--- src/rtl/mouse_master_sm.sv ---
// mouse_master_sm: PS/2 mouse sequencer.
// Runs the reset/enable handshake with the mouse, then assembles 3-byte
// stream packets and presents them to the bus side with an interrupt pulse.
// Optional response watchdog: define MOUSE_MASTER_WATCHDOG_EN.
module mouse_master_sm #(
  parameter int POWERUP_CYCLES = 5_000_000,
  parameter int TIMEOUT_CYCLES = 50_000_000
) (
  input  logic       CLK,
  input  logic       RESET,
  output logic       SEND_BYTE,
  output logic [7:0] BYTE_TO_SEND,
  input  logic       BYTE_SENT,
  output logic       READ_ENABLE,
  input  logic [7:0] BYTE_READ,
  input  logic [1:0] BYTE_ERROR_CODE,
  input  logic       BYTE_READY,
  output logic [7:0] MOUSE_STATUS,
  output logic [7:0] MOUSE_DX,
  output logic [7:0] MOUSE_DY,
  output logic       SEND_INTERRUPT,
  output logic       STREAMING,
  output logic [3:0] MASTER_STATE
);

  typedef enum logic [3:0] {
    PWRUP       = 4'd0,
    TX_RST      = 4'd1,
    WT_RST_SENT = 4'd2,
    RX_ACK1     = 4'd3,
    RX_SELFTEST = 4'd4,
    RX_ID       = 4'd5,
    TX_EN       = 4'd6,
    WT_EN_SENT  = 4'd7,
    RX_ACK2     = 4'd8,
    RX_B0       = 4'd9,
    RX_B1       = 4'd10,
    RX_B2       = 4'd11,
    PKT_OUT     = 4'd12
  } state_t;

  localparam logic [25:0] PWR_LAST     = 26'(POWERUP_CYCLES - 1);
  localparam logic [25:0] TIMEOUT_LAST = 26'(TIMEOUT_CYCLES - 1);
`ifdef MOUSE_MASTER_WATCHDOG_EN
  localparam logic WATCHDOG_ON = 1'b1;
`else
  localparam logic WATCHDOG_ON = 1'b0;
`endif

  state_t      state_reg, state_next;
  logic [25:0] cnt_reg, cnt_next;
  logic [7:0]  shadow0_reg, shadow1_reg, shadow2_reg;
  logic [7:0]  status_reg, dx_reg, dy_reg;
  logic        int_reg, stream_reg;
  logic        cap0, cap1, cap2, set_stream;
  logic        wd_expired, rx_clean;

  // Watchdog only fires when enabled; the counter is cleared on every state change.
  assign wd_expired = WATCHDOG_ON & (cnt_reg == TIMEOUT_LAST);
  assign rx_clean   = BYTE_READY & (BYTE_ERROR_CODE == 2'b00);

  // Next-state logic and byte-capture strobes.
  always_comb begin
    state_next = state_reg;
    cap0       = 1'b0;
    cap1       = 1'b0;
    cap2       = 1'b0;
    set_stream = 1'b0;
    case (state_reg)
      PWRUP:       if (cnt_reg == PWR_LAST) state_next = TX_RST;
      TX_RST:      state_next = WT_RST_SENT;
      WT_RST_SENT: if (BYTE_SENT) state_next = RX_ACK1;
                   else if (wd_expired) state_next = TX_RST;
      RX_ACK1:     if (BYTE_READY)
                     state_next = (rx_clean && BYTE_READ == 8'hFA) ? RX_SELFTEST : TX_RST;
                   else if (wd_expired) state_next = TX_RST;
      RX_SELFTEST: if (BYTE_READY)
                     state_next = (rx_clean && BYTE_READ == 8'hAA) ? RX_ID : TX_RST;
                   else if (wd_expired) state_next = TX_RST;
      RX_ID:       if (BYTE_READY)
                     state_next = (rx_clean && BYTE_READ == 8'h00) ? TX_EN : TX_RST;
                   else if (wd_expired) state_next = TX_RST;
      TX_EN:       state_next = WT_EN_SENT;
      WT_EN_SENT:  if (BYTE_SENT) state_next = RX_ACK2;
                   else if (wd_expired) state_next = TX_RST;
      RX_ACK2:     if (BYTE_READY) begin
                     if (rx_clean && BYTE_READ == 8'hFA) begin
                       state_next = RX_B0;
                       set_stream = 1'b1;
                     end else begin
                       state_next = TX_RST;
                     end
                   end else if (wd_expired) state_next = TX_RST;
      // Bit 3 of the status byte is always 1; use it to resync the packet.
      RX_B0:       if (rx_clean && BYTE_READ[3]) begin
                     state_next = RX_B1;
                     cap0       = 1'b1;
                   end
      RX_B1:       if (BYTE_READY) begin
                     if (rx_clean) begin
                       state_next = RX_B2;
                       cap1       = 1'b1;
                     end else begin
                       state_next = RX_B0;
                     end
                   end
      RX_B2:       if (BYTE_READY) begin
                     if (rx_clean) begin
                       state_next = PKT_OUT;
                       cap2       = 1'b1;
                     end else begin
                       state_next = RX_B0;
                     end
                   end
      PKT_OUT:     state_next = RX_B0;
      default:     state_next = PWRUP;
    endcase
  end

  // Saturating cycle counter, restarted whenever the state changes.
  always_comb begin
    cnt_next = cnt_reg;
    if (state_next != state_reg) cnt_next = '0;
    else if (cnt_reg != '1)      cnt_next = cnt_reg + 26'd1;
  end

  // State, counter, packet shadow and bus-side output registers.
  always_ff @(posedge CLK or negedge RESET) begin
    if (!RESET) begin
      state_reg   <= PWRUP;
      cnt_reg     <= '0;
      shadow0_reg <= '0;
      shadow1_reg <= '0;
      shadow2_reg <= '0;
      status_reg  <= '0;
      dx_reg      <= '0;
      dy_reg      <= '0;
      int_reg     <= 1'b0;
      stream_reg  <= 1'b0;
    end else begin
      state_reg <= state_next;
      cnt_reg   <= cnt_next;
      if (cap0) shadow0_reg <= BYTE_READ;
      if (cap1) shadow1_reg <= BYTE_READ;
      if (cap2) shadow2_reg <= BYTE_READ;
      if (set_stream) stream_reg <= 1'b1;
      // All three packet bytes become visible together with the interrupt.
      int_reg <= (state_reg == PKT_OUT);
      if (state_reg == PKT_OUT) begin
        status_reg <= shadow0_reg;
        dx_reg     <= shadow1_reg;
        dy_reg     <= shadow2_reg;
      end
    end
  end

  // Transmit request/byte and receiver enable decoded from the state.
  always_comb begin
    SEND_BYTE    = (state_reg == TX_RST) || (state_reg == TX_EN);
    BYTE_TO_SEND = 8'h00;
    if (state_reg == TX_RST || state_reg == WT_RST_SENT) BYTE_TO_SEND = 8'hFF;
    if (state_reg == TX_EN  || state_reg == WT_EN_SENT)  BYTE_TO_SEND = 8'hF4;
    READ_ENABLE  = (state_reg == RX_ACK1) || (state_reg == RX_SELFTEST) ||
                   (state_reg == RX_ID)   || (state_reg == RX_ACK2)     ||
                   (state_reg == RX_B0)   || (state_reg == RX_B1)       ||
                   (state_reg == RX_B2);
  end

  assign MOUSE_STATUS   = status_reg;
  assign MOUSE_DX       = dx_reg;
  assign MOUSE_DY       = dy_reg;
  assign SEND_INTERRUPT = int_reg;
  assign STREAMING      = stream_reg;
  assign MASTER_STATE   = state_reg;

endmodule

--- config.mk ---
export PLATFORM = sky130hd
export DESIGN_NAME = mouse_master_sm
export DESIGN_NICKNAME = d
export VERILOG_FILES = /design/src/rtl/mouse_master_sm.sv
export SDC_FILE = /design/constraint.sdc
export NUM_CORES = 1
export LEC_CHECK = 0
export CAP_MARGIN = 5
export CORE_MARGIN = 2
export CORE_UTILIZATION = 38
export CTS_CLUSTER_DIAMETER = 50
export CTS_CLUSTER_SIZE = 8
export DETAILED_ROUTE_END_ITERATION = 10
export RECOVER_POWER = 25
export REMOVE_ABC_BUFFERS = 1
export SLEW_MARGIN = 20
export SYNTH_ARGS = -nofsm -noshare
export SYNTH_HDL_FRONTEND = slang
export SYNTH_SLANG_ARGS = --single-unit
--- constraint.sdc ---
create_clock -name CLK -period 2.16 [get_ports CLK]
set_input_delay 0.216 -clock CLK [delete_from_list [all_inputs] [get_ports CLK]]
set_output_delay 0.216 -clock CLK [all_outputs]
set_load 0.005 [all_outputs]
; ---- Word level (Yosys, flattened, before mapping)
; Index checks and enable logic that the tools add are counted.
[word_totals]
output_inout_bits = 40
elab_cells = 76
ff_bits = 80
input_bits = 14
[op_classes]
n_reduce_logical = 17
n_bitwise = 1
mux = 30
n_addsub = 1
eq_ne = 17
[ops]
columns = operator, n
row1 = 2-to-1 mux 26 bit, 2
row2 = one-hot mux 4 bit (13 select lines), 1
row3 = 2-to-1 mux 4 bit, 11
row4 = "adder 26 x 1 -> 26 bit, second input constant", 1
row5 = "== test 26 x 23 -> 1 bit, second input constant", 1
row6 = "!= test 26 bit, second input constant", 1
row7 = "== test 4 bit, second input constant", 5
row8 = "== test 4 x 3 -> 1 bit, second input constant", 4
row9 = "== test 8 bit, second input constant", 2
row10 = 2-to-1 mux 8 bit, 2
row11 = 2-to-1 mux 3 bit, 4
row12 = logical OR 1 bit, 9
row13 = 2-to-1 mux 1 bit, 9
row14 = "== test 4 x 2 -> 1 bit, second input constant", 2
row15 = zero test 8 bit, 1
row16 = "== test 4 x 1 -> 1 bit, second input constant", 1
row17 = logical AND 1 bit, 4
row18 = zero test 4 bit, 1
row19 = != test 4 bit, 1
row20 = zero test 2 bit, 1
row21 = 2-to-1 mux 2 bit, 1
row22 = nonzero test 2 bit, 1
row23 = AND 1 bit, 1

; ---- Longest topological paths before layout
; Gate-level depths: netlist (run 1).
[logic_depth]
depth_word = 8
ltp_mapped = 9
depth_no_buf = 7

; ---- Worst setup path before layout (run 1)
; OpenSTA, ideal clock, no wires.
[synth_timing]
kind = register -> register
startpoint = register state_reg[0] (netlist: MASTER_STATE[0])
endpoint = register cnt_reg[6]
arrival_ns = 2.073
setup_time_ns = 0.080
period_less_slack_ns = 2.153
setup_slack_ns = 0.007
stages_incl_launch_ff = 9
required_time_ns = 2.080
n_path_buf = 2
path_cell_list = dfrtp_1 buf_1 and2_0 a221oi_1 a31oi_1 a221oi_1 o31ai_2 buf_4 nor3_4
[synth_between]
elab_chain_cells = 4
elab_cells_between_ends = 27
cone_classes = 13 x eq/ne / 12 x mux / 2 x reduce/logical
[synth_rtl]
columns = item, line
row1 = "start, declared", 50  ; state_t state_reg, state_next;
row2 = "start signal, assigned", 141  ; state_reg <= state_next;
row3 = == test 4 bit (tied with other cells), 69  ; case (state_reg)
row4 = one-hot mux 4 bit (13 select lines), 69
row5 = != test 4 bit (*), 123  ; if (state_next != state_reg) cnt_next = '0;
row6 = 2-to-1 mux 26 bit or nonzero test 2 bit (tied branches), n/a
row7 = "end signal, assigned", 142  ; cnt_reg <= cnt_next;
row8 = "end, declared", 51  ; logic [25:0] cnt_reg, cnt_next;
; Every way passes the cells marked *; elsewhere a longest branch is shown, timed or not.
; A chain may end at the register's enable or synchronous reset.

; ---- Worst setup path after layout (run 1)
[layout_timing]
startpoint = register state_reg[0] (netlist: MASTER_STATE[0])
endpoint = register cnt_reg[4]
; The elaborated chain is that of the path after synthesis.

==> results of run 1 <==
==> report_power, final <==
part           switching [µW]  internal (µW)
sequential               83.5           1600
clock                     621            561
combinational            1140           1220
==> routing by layer <==
layer	wire length, µm	vias up
li1	-	1450
met1	4330	1529
met2	4820	64
met3	438	12
met4	136	0
met5	0	-
==> through the flow <==
stage	setup slack [ns]	power [µW]	hold slack, ns	util, %
5_1_grt	-0.0388	5490	0.261	55.2
3_3_place_gp	-0.361	3340	0.265	49.7
4_1_cts	-0.0152	4600	0.417	52.2
2_1_floorplan	-1.02	2430	-0.0796	-
6_report	0.0586	5220	0.247	55.2
3_5_place_dp	-0.402	3350	0.277	49.7
==> final timing paths <==
| kind | end | slack [ns] | cells after the start |
|---|---|---|---|
| min in group asynchronous | cnt_reg[15]$_DFFE_PN0P_ | 0.61 | 2 |
| max | cnt_reg[4]$_DFFE_PN0P_ | 0.06 | 8 |
| max in group asynchronous | MOUSE_STATUS[0]$_DFFE_PN0P_ | 0.35 | 3 |
| min | shadow1_reg[7]$_DFFE_PN0P_ | 0.25 | 3 |
| max reg2reg | cnt_reg[4]$_DFFE_PN0P_ | 0.06 | 8 |
| min reg2reg | shadow0_reg[3]$_DFFE_PN0P_ | 0.47 | 1 |
==> area by class of cell <==
cell class / instances / area [µm²] / area share, %
Clock buffer: 9 / 124 / 2.20
Clock inverter: 7 / 86.3 / 1.54
Inverter: 7 / 26.3 / 0.468
Multi-Input combinational cell: 231 / 2010 / 35.8
Sequential cell: 80 / 2010 / 35.7
Tap cell: 136 / 170 / 3.03
Timing Repair Buffer: 125 / 1190 / 21.2
==> cell families after synthesis <==
kind of cell / synth area share, %
and+or+nand+nor: 20.5
DFF: 50.7
muxes: 13.9
AOI/OAI and AO/OA: 5.42
buffers and inverters: 3.55
xor gates and xnor gates: 5.52
adders and majority gates: 0.317
==> worst min-delay path: stages <==
cell	delay [ns]
dlymetal6s2s_1	0.10
buf_4	0.13
mux2_2	0.13
==> cell usage in the layout (no fill, tap or decap), types with 4 or more instances in the layout <==
cell / n
o21ai_0: 6
nor3_1: 9
nor3_4: 5
nor2_1: 20
dfrtp_1: 76
dfrtp_2: 4
xor2_1: 10
inv_1: 6
buf_4: 59
nand4_1: 10
and3_1: 8
clkbuf_8: 9
xnor2_1: 13
nor3_2: 19
nand2_1: 14
nand3_1: 11
mux2_2: 47
buf_12: 4
dlymetal6s2s_1: 10
buf_6: 5
dlygate4sd2_1: 4
clkdlybuf4s50_1: 38
==> timing repair <==
item                                    CTS  global route
gates resized for setup                  13            51
pin swaps                                 3            16
endpoints found under the setup margin   27            32
cloned                                    0             4
buffers inserted                          1             2
hold buffers                              1             0
hold endpoints to repair                 43             0
==> out/metrics.yaml, run 1 <==
skew_ns: 0.00999
fillers: 897
routed_wl_um: 9720
hold_violations: 0
h-tree-depth: 3
final_area_um2: 5620
antenna_cells: 0
yosysUniqueCellTypes: 52
cp.arrival_ns: 2.36
gp_congestion: 0.854
power.density_nw_per_um2: 929
r2r-start: "MASTER_STATE[0]$_DFF_PN0_"
dp.cells: 571
drt_pass1_iterations: 4
worstHoldStart: "BYTE_READ[7]"
setup_tns_ns: 0
core_area_um2: 10200
cpMaxStageDelayCell: "dfrtp_2"
cts.sinks: 80
antenna_found_initial: 0
die_x_um: 106
io_buffers: 53
grt.busiest_layer: "met2"
slew_headroom_pct: 23.6
grt_pass1_wl_um: 16100
cts.path.max_buffers: 2
use_met3_pct: 4.60
startpoint_type: "register"
setup_violations: 0
nNetsFinal: 469
rows: 37
die_h_um: 106
clkTransAtPathRegs_ns: 0.10
ir_worst_vdd_mv: 0.540
synth-edff-count: 0
cp-end-kind: "register"
cts_tree: "done"
postSynthAreaPerCell_um2: 11.7
yosysMostFrequentCell: "dfrtp_1"
max_stage_delay_ns: 0.45
overflow: 0
leakage_uw: 0.00259
dp_hpwl_um: 6860
worstPathMaxFanout: 9
syn-instance-count: 336
drive_above_1_share_pct: 41.6
grt_pass1_vias: 3246
first_iter_violations: 86
layout.cells.non_filler: 595
path_delay_family: "compound AO/OA/AOI/OAI gates"
ys_top_cells_by_count: "dfrtp_1, mux2_2, nor2_1"
outcome: "complete, no violations"
start_util_pct: 38.7
die_area_um2: 11200
grt_util_met1_pct: 23.6
use_met2_pct: 30.7
largest_reg_flops: 26
path_buf_inv: 2
vias: 3055
critical_path_required_ns: 2.42
synth_top_area_share_pct: 50.7
drtAntennaViolNets: 0
placed_cell_area_um2: 5060
critPathKind: "reg -> reg"
fmax_ghz: 0.476
synth_flop_cell: "dfrtp_1"
clk_latency_ns: 0.36
yosysWarnings: 0
grt_max_degree: 45
critPathLaunch: "MASTER_STATE[0]$_DFF_PN0_"
ys_seq_area_share_pct: 50.7
fin_crit_sh_pct: 97.3
report.final.slew_viol_count: 0
worstPathCellList: "nor2_1, and3_1, a31oi_2, a221oi_2, buf_4, o31ai_4, buf_12, a2111oi_4"
io_pins: 54
synth_top_cell_by_area: "dfrtp_1"
fin_crit_ns: 2.10
async_reset_ff_share_pct: 100
numCtsBuffers: 9
grt_setup_unrepaired: "yes"
syn_area_um2: 3950
synth_seq_cells: 80
worst-slew-pin-transition_ns: 1.15
wl_per_cell_um: 16.3
vias_per_cell: 5.13
area_growth_pct: 42.4
drcViolationCount: 0
maxCapViolCount: 0
hold_class: "in -> reg"
cts_root_buffer: "clkbuf_8"
grt_usage_pct: 18.3
synth.area.top_cells: "dfrtp_1, mux2_2, nor3_2"
(Power assumes the default switching activity.)
==> inputs of run 2 (changes only) <==
Settings changed: CTS_BUF_LIST from default to sky130_fd_sc_hd__clkbuf_16.
==> out/metrics.yaml, run 2 (synthesized netlist as in run 1, its figures left out) <==
wl_per_cell_um: 16.2
nNetsFinal: 466
numCtsBuffers: 9
outcome: "complete, no violations"
seq_area_um2: 2010
worst-slew-pin-transition_ns: 1.16
maxCapViolCount: 0
whs_ns: 0.294
fmax_ghz: 0.477
h-tree-depth: 3
gp_congestion: 0.854
leakage_uw: 0.00260
critical_path_required_ns: 1.94
core_area_um2: 10200
hold_violations: 0
dp_hpwl_um: 6860
clkTransAtPathRegs_ns: 0.07
fillers: 900
rrSetupSlack_ns: 0.10
io_buffers: 53
cts_tree: "done"
routed_wl_um: 9610
worstHoldStart: "BYTE_READ[5]"
reg2reg_to: "cnt_reg[4]$_DFFE_PN0P_"
slew_headroom_pct: 22.7
r2r-start: "MASTER_STATE[0]$_DFF_PN0_"
setup_violations: 0
grt_pass1_wl_um: 16200
skew_ns: 0.00637
critPathKind: "reg -> out"
die_x_um: 106
overflow: 0
clk_latency_ns: 0.34
cts.sinks: 80
start_util_pct: 38.7
cts_root_buffer: "clkbuf_16"
die_h_um: 106
whs_endpoint: "shadow2_reg[5]$_DFFE_PN0P_"
grt_max_degree: 45
report.final.slew_viol_count: 0
final_area_um2: 5660
first_iter_violations: 83
grt_usage_pct: 18.4
multi_input_area_um2: 2020
fin_util_pct: 55.6
reg2regPathDepth: 8
grt_setup_unrepaired: "yes"
hold_class: "in -> reg"
final_cell_mix: "dfrtp_1, buf_4, mux2_2, clkdlybuf4s50_1, nor3_2"
cts.path.max_buffers: 2
cp-end-kind: "primary output"
hold_depth: 3
vias: 3010
placed_cell_area_um2: 5060
drive_above_1_share_pct: 41.7
antenna_cells: 0
ir_worst_vdd_mv: 0.533
drtAntennaViolNets: 0
startpoint_type: "register"
die_area_um2: 11200
final_common_cell: "dfrtp_1"
cp.arrival_ns: 1.88
io_pins: 54
rows: 37
power.density_nw_per_um2: 946
worstPathMaxFanout: 4
drt_pass1_iterations: 4
antenna_found_initial: 0
grt_pass1_vias: 3223
vias_per_cell: 5.08
fin_crit_sh_pct: 97.1
drcViolationCount: 0
area_growth_pct: 43.5
largest_reg_flops: 26
fin_crit_ns: 2.10
run 2: timing repair:
| action | 4_1_cts | 5_1_grt |
|---|---|---|
| endpoints found under the hold margin | 43 | 0 |
| gates cloned | 0 | 2 |
| resized for setup | 13 | 47 |
| setup endpoints to repair | 26 | 29 |
| buffers inserted | 1 | 1 |
| pin swaps | 2 | 11 |
| hold buffers | 1 | 0 |
run 2: area by class of cell:
| type | instances | area share [%] |
|---|---|---|
| clock buffers | 9 | 3.98 |
| clock inverters | 7 | 1.52 |
| inverters | 7 | 0.464 |
| multi-input cells | 231 | 35.7 |
| flip-flops and latches | 80 | 35.4 |
| well taps | 136 | 3.00 |
| repair buffers | 122 | 20.0 |
run 2: critical path, stage by stage (launching register included):
cell and delay (ns):
dfrtp_1 0.42, buf_4 0.18, nor2_2 0.14, buf_4 0.15, o21a_4 0.14, clkdlybuf4s50_1 0.50
run 2: through the flow:
step	power [µW]	TNS [ns]	cells	worst slack (ns)
2_1_floorplan	2430	-25.51	318	-1.02
3_3_place_gp	3340	-8.84	571	-0.361
3_5_place_dp	3350	-9.89	571	-0.402
4_1_cts	5000	-0.0477	589	-0.0477
5_1_grt	5630	-0.0268	592	-0.00760
6_report	5360	0	592	0.0620
run 2: power by group:
group / leakage [µW] / switching (µW) / internal [µW] / total [µW]
clock network: 0.000150 / 666 / 922 / 1590
registers: 0.00111 / 80.9 / 1600 / 1680
logic: 0.00135 / 1080 / 1010 / 2090
run 2: worst max path at each step:
stage / start / endpoint / slack, ns / cells past startpoint
2_1_floorplan: MASTER_STATE[0]$_DFF_PN0_ / cnt_reg[0]$_DFFE_PN0P_ / -1.02 / 5
6_report: MASTER_STATE[0]$_DFF_PN0_ / BYTE_TO_SEND[3] / 0.06 / 5
3_5_place_dp: BYTE_READ[1] / cnt_reg[4]$_DFFE_PN0P_ / -0.40 / 9
5_1_grt: MASTER_STATE[0]$_DFF_PN0_ / cnt_reg[4]$_DFFE_PN0P_ / -0.008 / 8
4_1_cts: BYTE_READY / cnt_reg[4]$_DFFE_PN0P_ / -0.05 / 10
3_3_place_gp: BYTE_READ[3] / cnt_reg[4]$_DFFE_PN0P_ / -0.36 / 9
run 2: layer usage:
metal	track usage (%)	vias to the layer above	share of wire (%)
met5	0	-	0
met4	5.45	0	1.2
met3	4.41	9	3.5
met2	30.9	46	50
met1	23.8	1503	45
li1	-	1452	-
==> inputs of run 3 (changes only) <==
Settings changed: ABC_CLOCK_PERIOD_IN_PS from default to 2160.
==> results of run 3 <==
No change in the layout: final DEF, timing and power equal those of run 2.
